### src/rtl/uart_cmd_decoder.sv
// Receive-side command decoder: unloads bytes from the UART receiver and parses
// A5/CMD/ARG/CHK frames into scan-control registers.
module uart_cmd_decoder #(
  parameter logic [15:0] TIMEOUT_CYCLES = 16'd50000,
  parameter logic [7:0]  RATE_DEFAULT   = 8'd10
) (
  input  logic       clock,
  input  logic       reset,
  input  logic [7:0] rx_data,
  input  logic       rx_empty,
  output logic       uld_rx_data,
  output logic       rx_enable,
  output logic       scan_enable,
  output logic [7:0] rate_div,
  output logic       ping_pulse,
  output logic       cmd_valid,
  output logic [7:0] cmd_code,
  output logic [7:0] err_count
);

  typedef enum logic [1:0] {HUNT, CMD, ARG, CHK} state_t;

  state_t      state, state_next;
  logic        pending, byte_valid;
  logic [7:0]  byte_reg;
  logic [7:0]  cmd_reg, cmd_next;
  logic [7:0]  arg_reg, arg_next;
  logic [15:0] tmo, tmo_next;
  logic        scan_next, ping_next, valid_next, err_inc;
  logic [7:0]  rate_next, code_next, err_next;

  always_ff @(posedge clock) begin
    if (reset) rx_enable <= 1'b0;
    else       rx_enable <= 1'b1;
  end

  // pending stays set until the receiver shows empty, so one byte is never unloaded twice
  always_ff @(posedge clock) begin
    if (reset) begin
      uld_rx_data <= 1'b0;
      byte_valid  <= 1'b0;
      pending     <= 1'b0;
      byte_reg    <= 8'h00;
    end else begin
      uld_rx_data <= 1'b0;
      byte_valid  <= 1'b0;
      if (!rx_empty && !pending) begin
        uld_rx_data <= 1'b1;
        byte_valid  <= 1'b1;
        byte_reg    <= rx_data;
        pending     <= 1'b1;
      end else if (rx_empty) begin
        pending <= 1'b0;
      end
    end
  end

  always_ff @(posedge clock) begin
    if (reset) begin
      state       <= HUNT;
      cmd_reg     <= 8'h00;
      arg_reg     <= 8'h00;
      tmo         <= 16'd0;
      scan_enable <= 1'b0;
      rate_div    <= RATE_DEFAULT;
      ping_pulse  <= 1'b0;
      cmd_valid   <= 1'b0;
      cmd_code    <= 8'h00;
      err_count   <= 8'h00;
    end else begin
      state       <= state_next;
      cmd_reg     <= cmd_next;
      arg_reg     <= arg_next;
      tmo         <= tmo_next;
      scan_enable <= scan_next;
      rate_div    <= rate_next;
      ping_pulse  <= ping_next;
      cmd_valid   <= valid_next;
      cmd_code    <= code_next;
      err_count   <= err_next;
    end
  end

  always_comb begin
    state_next = state;
    cmd_next   = cmd_reg;
    arg_next   = arg_reg;
    tmo_next   = tmo;
    scan_next  = scan_enable;
    rate_next  = rate_div;
    code_next  = cmd_code;
    ping_next  = 1'b0;
    valid_next = 1'b0;
    err_inc    = 1'b0;
    err_next   = err_count;

    case (state)
      HUNT: begin
        tmo_next = 16'd0;
        if (byte_valid && byte_reg == 8'hA5) state_next = CMD;
      end
      default: begin
        // an arriving byte takes priority over an expiring timeout
        if (byte_valid) begin
          tmo_next = 16'd0;
          case (state)
            CMD: begin
              cmd_next   = byte_reg;
              state_next = ARG;
            end
            ARG: begin
              arg_next   = byte_reg;
              state_next = CHK;
            end
            CHK: begin
              state_next = HUNT;
              if (byte_reg == (8'hA5 ^ cmd_reg ^ arg_reg)) begin
                case (cmd_reg)
                  8'h01, 8'h02, 8'h03, 8'h04: begin
                    valid_next = 1'b1;
                    code_next  = cmd_reg;
                    case (cmd_reg)
                      8'h01:   scan_next = 1'b1;
                      8'h02:   scan_next = 1'b0;
                      8'h03:   rate_next = (arg_reg == 8'h00) ? 8'h01 : arg_reg;
                      default: ping_next = 1'b1;
                    endcase
                  end
                  default: err_inc = 1'b1;
                endcase
              end else begin
                err_inc = 1'b1;
              end
            end
            default: ;
          endcase
        end else if (tmo == TIMEOUT_CYCLES - 16'd1) begin
          state_next = HUNT;
          tmo_next   = 16'd0;
          err_inc    = 1'b1;
        end else begin
          tmo_next = tmo + 16'd1;
        end
      end
    endcase

    if (err_inc && err_count != 8'hFF) err_next = err_count + 8'd1;
  end

endmodule

### config.mk
export PLATFORM = sky130hd
export DESIGN_NAME = uart_cmd_decoder
export DESIGN_NICKNAME = d
export VERILOG_FILES = /design/src/rtl/uart_cmd_decoder.sv
export SDC_FILE = /design/constraint.sdc
export NUM_CORES = 1
export LEC_CHECK = 0
export CAP_MARGIN = 20
export CORE_MARGIN = 3
export CORE_UTILIZATION = 45
export DETAILED_ROUTE_END_ITERATION = 16
export PLACE_DENSITY = 0.67
export SLEW_MARGIN = 40
export SYNTH_ARGS = -nofsm -noshare
export SYNTH_HDL_FRONTEND = slang
export SYNTH_SLANG_ARGS = --single-unit
### constraint.sdc
create_clock -name clock -period 3.8 [get_ports clock]
set_clock_uncertainty 0.2 [all_clocks]
set_input_delay 0.38 -clock clock [delete_from_list [all_inputs] [get_ports clock]]
set_output_delay 0.38 -clock clock [all_outputs]
set_load 0.05 [all_outputs]
Word level (Yosys, flattened, before mapping)
Cells that the tools add are included.
{"block": "totals", "ff_bits": 72, "inputBits": 11, "wordCells": 76}
{"block": "op_classes", "n_addsub": 2, "eq_ne": 13, "n_mux": 19, "bitwise": 7, "reduce_logical": 21}
{"operator": "16-bit by 1-bit adder with 16-bit output, second input constant", "count": 1}
{"operator": "16-bit equality test, second input constant", "count": 1}
{"operator": "8-bit by 2-bit equality test with 1-bit output, second input constant", "count": 2}
{"operator": "1-bit 2-to-1 mux", "count": 12}
{"operator": "6-bit AND reduction", "count": 2}
{"operator": "3-bit AND reduction", "count": 3}
{"operator": "8-bit by 1-bit adder with 8-bit output, second input constant", "count": 1}
{"operator": "8-bit by 1-bit equality test with 1-bit output, second input constant", "count": 1}
{"operator": "8-bit by 3-bit equality test with 1-bit output, second input constant", "count": 1}
{"operator": "8-bit equality test", "count": 1}
{"operator": "8-bit equality test, second input constant", "count": 1}
{"operator": "8-bit logical NOT", "count": 1}
{"operator": "2-bit 2-to-1 mux", "count": 4}
{"operator": "8-bit 2-to-1 mux", "count": 1}
{"operator": "8-bit inequality test, second input constant", "count": 1}
{"operator": "4-bit OR reduction", "count": 2}
{"operator": "8-bit XOR", "count": 1}
{"operator": "2-bit case mux with 3 select lines", "count": 1}
{"operator": "6-bit OR reduction", "count": 1}
{"operator": "5-bit by 1-bit inequality test with 1-bit output, second input constant", "count": 1}
{"operator": "1-bit NOT", "count": 5}
{"operator": "5-bit AND reduction", "count": 1}
{"operator": "5-bit OR reduction", "count": 1}
{"operator": "2-bit equality test, second input constant", "count": 2}
{"operator": "other kinds (10)", "count": 14}

Depth between registers and ports, before layout
Gate-level depths: netlist (run 1).
{"block": "logic_depth", "word_depth": 8, "mapped_depth": 7, "depth_no_buf": 6}

Worst setup path after synthesis (run 1)
OpenSTA, ideal clock, no wires.
{"block": "synth_timing", "path_type": "reg-to-reg", "from": "register cmd_reg[4]", "to": "register cmd_code[3]", "t_arrival_ns": 2.093, "path_slack_ns": 1.391, "path_stages_with_launch": 6, "path_buffers": 1, "synth_period_minus_slack_ns": 2.409, "path_cell_list": "dfxtp_1 or4_4 or4_4 a2111o_4 buf_6 and3_1"}
{"block": "synth_via", "elab_chain_cells": 3}
{"item": "from (decl)", "line_no": "26", "text": "logic [7:0] cmd_reg, cmd_next;"}
{"item": "from (signal assigned)", "line_no": "72", "text": "cmd_reg <= cmd_next;"}
{"item": "8-bit by 2-bit equality test with 1-bit output, or another cell as far along", "line_no": "118", "text": "case (cmd_reg)"}
{"item": "4-bit OR reduction / 8-bit equality test (equally long branches)", "line_no": "118, 117"}
{"item": "5-bit AND reduction (no source line) *"}
{"item": "to (signal assigned)", "line_no": "79", "text": "cmd_code <= code_next;"}
{"item": "to (decl)", "line_no": "17", "text": "output logic [7:0] cmd_code,"}
Every way passes the cells marked *; elsewhere a longest branch is shown, timed or not.
A chain may end at the register's enable or synchronous reset.

Worst setup path in the final report (run 1)
{"block": "layout_timing", "from": "register cmd_reg[4]", "to": "register rate_div[0]"}
{"block": "layout_via", "elab_chain_cells": 3}
{"item": "8-bit by 2-bit equality test with 1-bit output, or another cell as far along", "line_no": "118, 122"}
{"item": "4-bit OR reduction / 8-bit equality test (equally long branches)", "line_no": "118, 117"}
{"item": "6-bit AND reduction (no source line) *"}
{"item": "to (signal assigned)", "line_no": "76", "text": "rate_div <= rate_next;"}
{"item": "to (decl)", "line_no": "14", "text": "output logic [7:0] rate_div,"}
Marked as above.

==> results of run 1 <==
metrics by stage:
stage | hold slack [ps] | setup slack (ps) | util [%] | area, sq um
6_report | 250 | 1090 | 56.9 | 3760
5_1_grt | 285 | 979 | 56.9 | 3760
4_1_cts | 254 | 1110 | 56.9 | 3760
3_5_place_dp | 244 | 1110 | 54.6 | 3600
3_3_place_gp | 241 | 1170 | 54.6 | 3600
2_1_floorplan | 230 | 1390 | - | 3180
cell usage after synthesis (all sizes together):
cell type and instances:
a2111o 1, a2111oi 2, a211o 1, a211oi 2
a21oi 28, a311o 1, a31oi 2, a41oi 1
and3 14, buf 5, clkbuf 12, clkinv 1
dfxtp 72, ha 2, inv 8, mux2 1
mux2i 17, nand2 19, nand2b 1, nand3 17
nand3b 3, nand4 11, nor2 44, nor2b 2
nor3 6, nor4 1, nor4b 1, nor4bb 4
o211ai 2, o21a 1, o21ai 17, o31ai 5
or3 2, or3b 1, or4 7, xnor2 8
xnor3 4, xor2 8, xor3 3
per-layer routing:
metal / GRT usage (%) / vias to the layer above / wire length [microns]
met5: 0 / - / 0
met3: 3.92 / 10 / 249
li1: - / 1273 / -
met1: 23.4 / 1153 / 3350
met2: 24.3 / 49 / 2760
met4: 7.65 / 0 / 121
cell type report:
type / instances / area [sq um]
sequential: 72 / 1440
fill: 636 / 2850
inverter: 9 / 33.8
multi-input combinational: 239 / 1610
clock inverter: 1 / 5.00
timing repair buffer: 40 / 398
clock buffer: 13 / 149
tap: 93 / 116
final timing paths:
| kind | startpoint | to | depth (start not counted) |
|---|---|---|---|
| worst min register to register | cmd_code[0]$_SDFFE_PP0P_ | cmd_code[0]$_SDFFE_PP0P_ | 2 |
| worst max register to register | cmd_reg[4]$_SDFFE_PP0P_ | rate_div[0]$_SDFFE_PP0P_ | 5 |
| worst max-delay path | cmd_reg[4]$_SDFFE_PP0P_ | rate_div[0]$_SDFFE_PP0P_ | 5 |
| worst min-delay path | cmd_code[0]$_SDFFE_PP0P_ | cmd_code[0]$_SDFFE_PP0P_ | 2 |
kinds of logic (layout without fill, tap and decap cells):
| kind of cell | Yosys count | after routing | share of synthesized area [%] |
|---|---|---|---|
| AND/OR/NAND/NOR | 133 | 133 | 21.6 |
| flip-flops | 72 | 72 | 45.4 |
| AO/OA/AOI/OAI | 63 | 63 | 13.1 |
| buffers and inverters | 26 | 63 | 3.82 |
| XOR/XNOR | 23 | 23 | 9.61 |
| multiplexers | 18 | 18 | 5.71 |
| adder cells (fa/ha/maj) | 2 | 2 | 0.788 |
power groups by stage:
stage | Combinational (uW) | Clock, uW | Sequential, uW
finish | 51.4 | 507 | 770
detailed placement | 51.7 | 0 | 788
global route | 56.1 | 554 | 771
CTS | 51.9 | 521 | 770
global placement | 50.9 | 0 | 788
floorplan | 29.7 | 0 | 788
worst reg2reg max path, stage by stage (launching register included):
cell and delay [ps]:
sky130_fd_sc_hd__dfxtp_1 320, sky130_fd_sc_hd__or4_4 530, sky130_fd_sc_hd__or4_4 580, sky130_fd_sc_hd__a2111oi_4 540, sky130_fd_sc_hd__and3_1 310, sky130_fd_sc_hd__a211oi_1 80
==> reports/qor.yml, run 1 <==
status: "complete, no violations"
fin_cells: 467
post-place-cells: 453
mostFrequentLayoutCell: "sky130_fd_sc_hd__dfxtp_1"
die_area_sq_mm: 0.00810
yosysTopAreaCell: "sky130_fd_sc_hd__dfxtp_1"
synth.yosys.seq_area_share_pct: 45.4
critical_path.slowest_cell: "sky130_fd_sc_hd__or4_4"
nNetsFinal: 384
clkSlewWorstSetupHoldPaths_ps: 70
max_stage_delay_ps: 580
synth_top_cells_by_area: "sky130_fd_sc_hd__dfxtp_1, sky130_fd_sc_hd__mux2i_1, sky130_fd_sc_hd__nor2_1, sky130_fd_sc_hd__a21oi_1, sky130_fd_sc_hd__and3_1"
largest_reg_flops: 16
layout-area-overhead-vs-synth_pct: 18.3
timing_max_transition_violations_final: 0
ys_warn_count: 0
power_uw: 1330
n_antenna_cell: 0
drtAntennaViolNets: 0
cts.htree.levels: 3
die_extent_in_y_microns: 90.0
tightest_slew_ps: 773
combPwrFrac_pct: 3.9
hold_viol: 0
cts_num_sinks: 72
max_slew_margin_pct: 48.3
gp_congestion: 0.779
data_arrival_time_at_the_worst_slack_endpoint_ps: 2700
syn_area_per_cell_sq_um: 9.43
clock_power_share_pct: 38.2
layout_cell_share_with_drive_strength_beyond_1_pct: 5.35
power_frac_seq_pct: 58.0
fin_crit_sh_pct: 71.4
worst-r2r-setup-slack_ps: 1090
mappedNetlistNets: 350
critical-path-top-delay-family: "simple AND/OR/NAND/NOR gates"
setup.worst_path.end_class: "register"
cts_buffer_depth: 2
p_sw_share_pct: 22.4
antenna_violations_before_repair: 0
static_leakage_uw: 0.00140
finalSetupViolCount: 0
grt.total_usage_pct: 16.7
net-switching-power_uw: 297
cap_violations: 0
synth_largest_type_area_fraction_pct: 45.4
critical_path.startpoint_type: "register"
drt-wirelength-per-cell_microns: 13.9
drt_iter0_markers: 129
viasPerCell: 5.32
io_pins: 40
tritoncts_clock_tree: "built"
cp_num_buf_inv: 0
synth_cell_types: 43
global_route_wire_length_before_repair_mm: 11.1
clockRootBuffer: "sky130_fd_sc_hd__clkbuf_8"
worst_skew_pair.late_latency_ps: 340
power_density_mw_per_mm2: 354
intPower_uw: 1030
timing_worst_setup_path_type: "register to register"
largest_net_degree_at_the_start_of_global_routing: 33
path_cells: "or4_4 > or4_4 > a2111oi_4 > and3_1 > a211oi_1"
dp.final_hpwl_mm: 4.52
finalWorstPathRequiredPeriod_ps: 2710
cts_setup_buffers: 0
totalNegativeSetupSlack_ps: 0
start_util_pct: 48.1
worstPathRequired_ps: 3790
core_sq_mm: 0.00660
critical_path_peak_fanout: 12
worstHoldPathType: "register to register"
leading_cell_types_in_the_layout_fill_and_taps_excluded: "sky130_fd_sc_hd__dfxtp_1, sky130_fd_sc_hd__nor2_1, sky130_fd_sc_hd__clkdlybuf4s50_1, sky130_fd_sc_hd__a21oi_1, sky130_fd_sc_hd__nand2_1"
timing.critical_path.mode_cell: "sky130_fd_sc_hd__or4_4"
vias: 2485
number_of_i_o_port_buffers: 39
drt_pre_antenna_iters: 4
post-route-drc-count: 0
cts_hold_buf: 0
cts-buffers-inserted: 9
synthesis.area_sq_mm: 0.00318
regMostFlops: "tmo"
grt_overflow_total: 0
fp-row-count: 29
route.final.wire_length_mm: 6.48
synth.ff_latch_count: 72
vias_in_the_first_global_route: 2288
syn-instance-count: 337
rsz0062_at_grt: "false"
floorplan.die.width_microns: 90.0
ir_worst_vdd_v: 0.000190
fmax_mhz: 369
post_cts_resized: 0
No activity file was read; power rests on OpenSTA's default activity.
==> run 2, diff against run 1 <==
--- a/config.mk
+++ b/config.mk
@@ -9,7 +9,7 @@
 export CORE_MARGIN = 3
 export CORE_UTILIZATION = 45
 export DETAILED_ROUTE_END_ITERATION = 16
-export PLACE_DENSITY = 0.67
+export PLACE_DENSITY = 0.7
 export SLEW_MARGIN = 40
 export SYNTH_ARGS = -nofsm -noshare
 export SYNTH_HDL_FRONTEND = slang
==> constraint.sdc (replaced) <==
create_clock -name clock -period 2.4 [get_ports clock]
set_clock_uncertainty 0.2 [all_clocks]
set_input_delay 0.24 -clock clock [delete_from_list [all_inputs] [get_ports clock]]
set_output_delay 0.24 -clock clock [all_outputs]
set_load 0.05 [all_outputs]
==> reports/qor.yml, run 2 (synthesized netlist as in run 1, its figures left out) <==
status: "complete, but fails checks"
violated_checks: "setup timing"
layout_cell_share_with_drive_strength_beyond_1_pct: 15.3  # +9.9 points
cts_hold_buf: 0  # unchanged
mostFrequentLayoutCell: "sky130_fd_sc_hd__dfxtp_1"
number_of_i_o_port_buffers: 39  # unchanged
max_slew_margin_pct: 63.8  # +15 points
drt-wirelength-per-cell_microns: 14.0  # +0.94%
tritoncts_clock_tree: "built"
post-route-drc-count: 0  # unchanged
fin_crit_sh_pct: 101  # +29 points
drtAntennaViolNets: 0  # unchanged
highest-signal-layer: "met4"
io_pins: 40  # unchanged
antenna_violations_before_repair: 0  # unchanged
regMostFlops: "tmo"
static_leakage_uw: 0.00158  # +13%
fp-row-count: 29  # unchanged
timing_worst_setup_path_type: "register to register"
worstPathRequired_ps: 2440  # -1350 ps
cts-buffers-inserted: 9  # unchanged
timing_max_transition_violations_final: 0  # unchanged
die_area_sq_mm: 0.00810  # unchanged
drt_pre_antenna_iters: 4  # unchanged
dp.final_hpwl_mm: 4.97  # +9.8%
data_arrival_time_at_the_worst_slack_endpoint_ps: 2450  # -250 ps
vias: 2674  # +7.6%
met2_length_mm: 3.13  # +14%
cts_num_sinks: 72  # unchanged
finalSetupViolCount: 4  # +4
fin_cells: 499  # +6.9%
layout-area-overhead-vs-synth_pct: 27.9
leading_cell_types_in_the_layout_fill_and_taps_excluded: "sky130_fd_sc_hd__dfxtp_1, sky130_fd_sc_hd__nor2_1, sky130_fd_sc_hd__clkdlybuf4s50_1, sky130_fd_sc_hd__buf_4, sky130_fd_sc_hd__a21oi_1"
route.layer.met1.wl_mm: 3.35  # -0.27%
final.setup.worst_slack_ps: -13.3  # -1100 ps
drt_iter0_markers: 89  # -31%
clkSlewWorstSetupHoldPaths_ps: 70  # about the same
grt_overflow_total: 0  # unchanged
largest_reg_flops: 16  # unchanged
hold_viol: 0  # unchanged
gp_congestion: 0.843  # +8.2%
detailed_routed_wire_length_on_met3_microns: 363  # +46%
setup.worst_path.end_class: "register"
cts_buffer_depth: 2  # unchanged
nNetsFinal: 417  # +8.6%
start_util_pct: 48.1  # unchanged
clockRootBuffer: "sky130_fd_sc_hd__clkbuf_8"
rsz0062_at_grt: "true"
cts.htree.levels: 3  # unchanged
floorplan.die.width_microns: 90.0  # unchanged
finalWorstPathRequiredPeriod_ps: 2410  # -299 ps
critical_path.startpoint_type: "register"
power_density_mw_per_mm2: 525  # +48%
largest_net_degree_at_the_start_of_global_routing: 49  # +48%
vias_in_the_first_global_route: 2472  # +8.0%
worst_skew_pair.late_latency_ps: 340  # about the same
worstHoldPathType: "primary input to register"
fmax_mhz: 414  # +12%
cap_violations: 0  # unchanged
n_antenna_cell: 0  # unchanged
critical_path_peak_fanout: 13  # +1
totalNegativeSetupSlack_ps: -20.7  # -20.7 ps
power_uw: 2130  # +60%
route.final.wire_length_mm: 6.99  # +7.9%
post-place-cells: 482  # +6.4%
grt.total_usage_pct: 17.3  # +0.59 points
viasPerCell: 5.36  # +0.71%
ir_worst_vdd_v: 0.000261  # +37%
global_route_wire_length_before_repair_mm: 11.4  # +3.1%
tightest_slew_ps: 541  # -232 ps
die_extent_in_y_microns: 90.0  # unchanged
core_sq_mm: 0.00660  # unchanged
-- run 2: changes by cell type in the layout (fill, tap and decap cells not counted), sizes merged --
cell / change
buf: +32
a311o: +1
clkbuf: -1
-- run 2: worst max-delay path, cell delays in order, from the launching register on --
cell	delay, ps
sky130_fd_sc_hd__dfxtp_1	310
sky130_fd_sc_hd__or4_4	530
sky130_fd_sc_hd__or4_4	490
sky130_fd_sc_hd__a2111o_4	460
sky130_fd_sc_hd__mux2i_1	150
sky130_fd_sc_hd__o21a_1	180
-- run 2: layer usage --
metal | up-vias | global-route usage (%)
met5 | - | 0
met4 | 0 | 8.80
met3 | 12 | 3.76
met2 | 71 | 26.3
met1 | 1252 | 23.1
li1 | 1339 | -
-- run 2: what timing repair did --
item                       in CTS  in global routing
pin swaps                       0                  4
setup endpoints to repair      10                 21
gates cloned                    0                  1
gates resized for setup         3                 11
setup buffers                   1                  2
-- run 2: worst paths after layout --
check | from | end | slack (ps) | depth (start not counted)
worst min register to register | cmd_code[0]$_SDFFE_PP0P_ | cmd_code[0]$_SDFFE_PP0P_ | 260 | 2
worst min-delay path | rx_data[6] | byte_reg[6]$_SDFFE_PP0P_ | 240 | 3
worst max-delay path | cmd_reg[4]$_SDFFE_PP0P_ | scan_enable$_SDFFE_PP0P_ | -10 | 5
worst max register to register | cmd_reg[4]$_SDFFE_PP0P_ | scan_enable$_SDFFE_PP0P_ | -10 | 5
-- run 2: through the flow --
step / instance area [sq um] / setup slack [ps] / hold WS, ps / utilization, %
finish: 4060 / -13.3 / 237 / 61.5
global route: 4060 / -65.8 / 238 / 61.5
CTS: 4010 / -20.6 / 218 / 60.7
detailed placement: 3830 / -42.0 / 255 / 58.1
global placement: 3830 / 2.30 / 246 / 58.1
floorplan: 3180 / 51.6 / 165 / -
-- run 2: cell type report --
class                           instances  area, sq um
Clock buffer                           12          155
Timing Repair Buffer                   72          654
Sequential cell                        72         1450
Multi-Input combinational cell        240         1650
Clock inverter                          1         5.00
Fill cell                             585         2540
Inverter                                9         33.8
Tap cell                               93          116
-- run 2: power by group --
group / total [uW] / switching (uW) / internal, uW / leakage (uW)
Clock: 818 / 405 / 413 / 0.0000842
Combinational: 97.0 / 50.8 / 46.2 / 0.000912
Sequential: 1220 / 12.2 / 1210 / 0.000583
Total: 2130 / 468 / 1660 / 0.00158
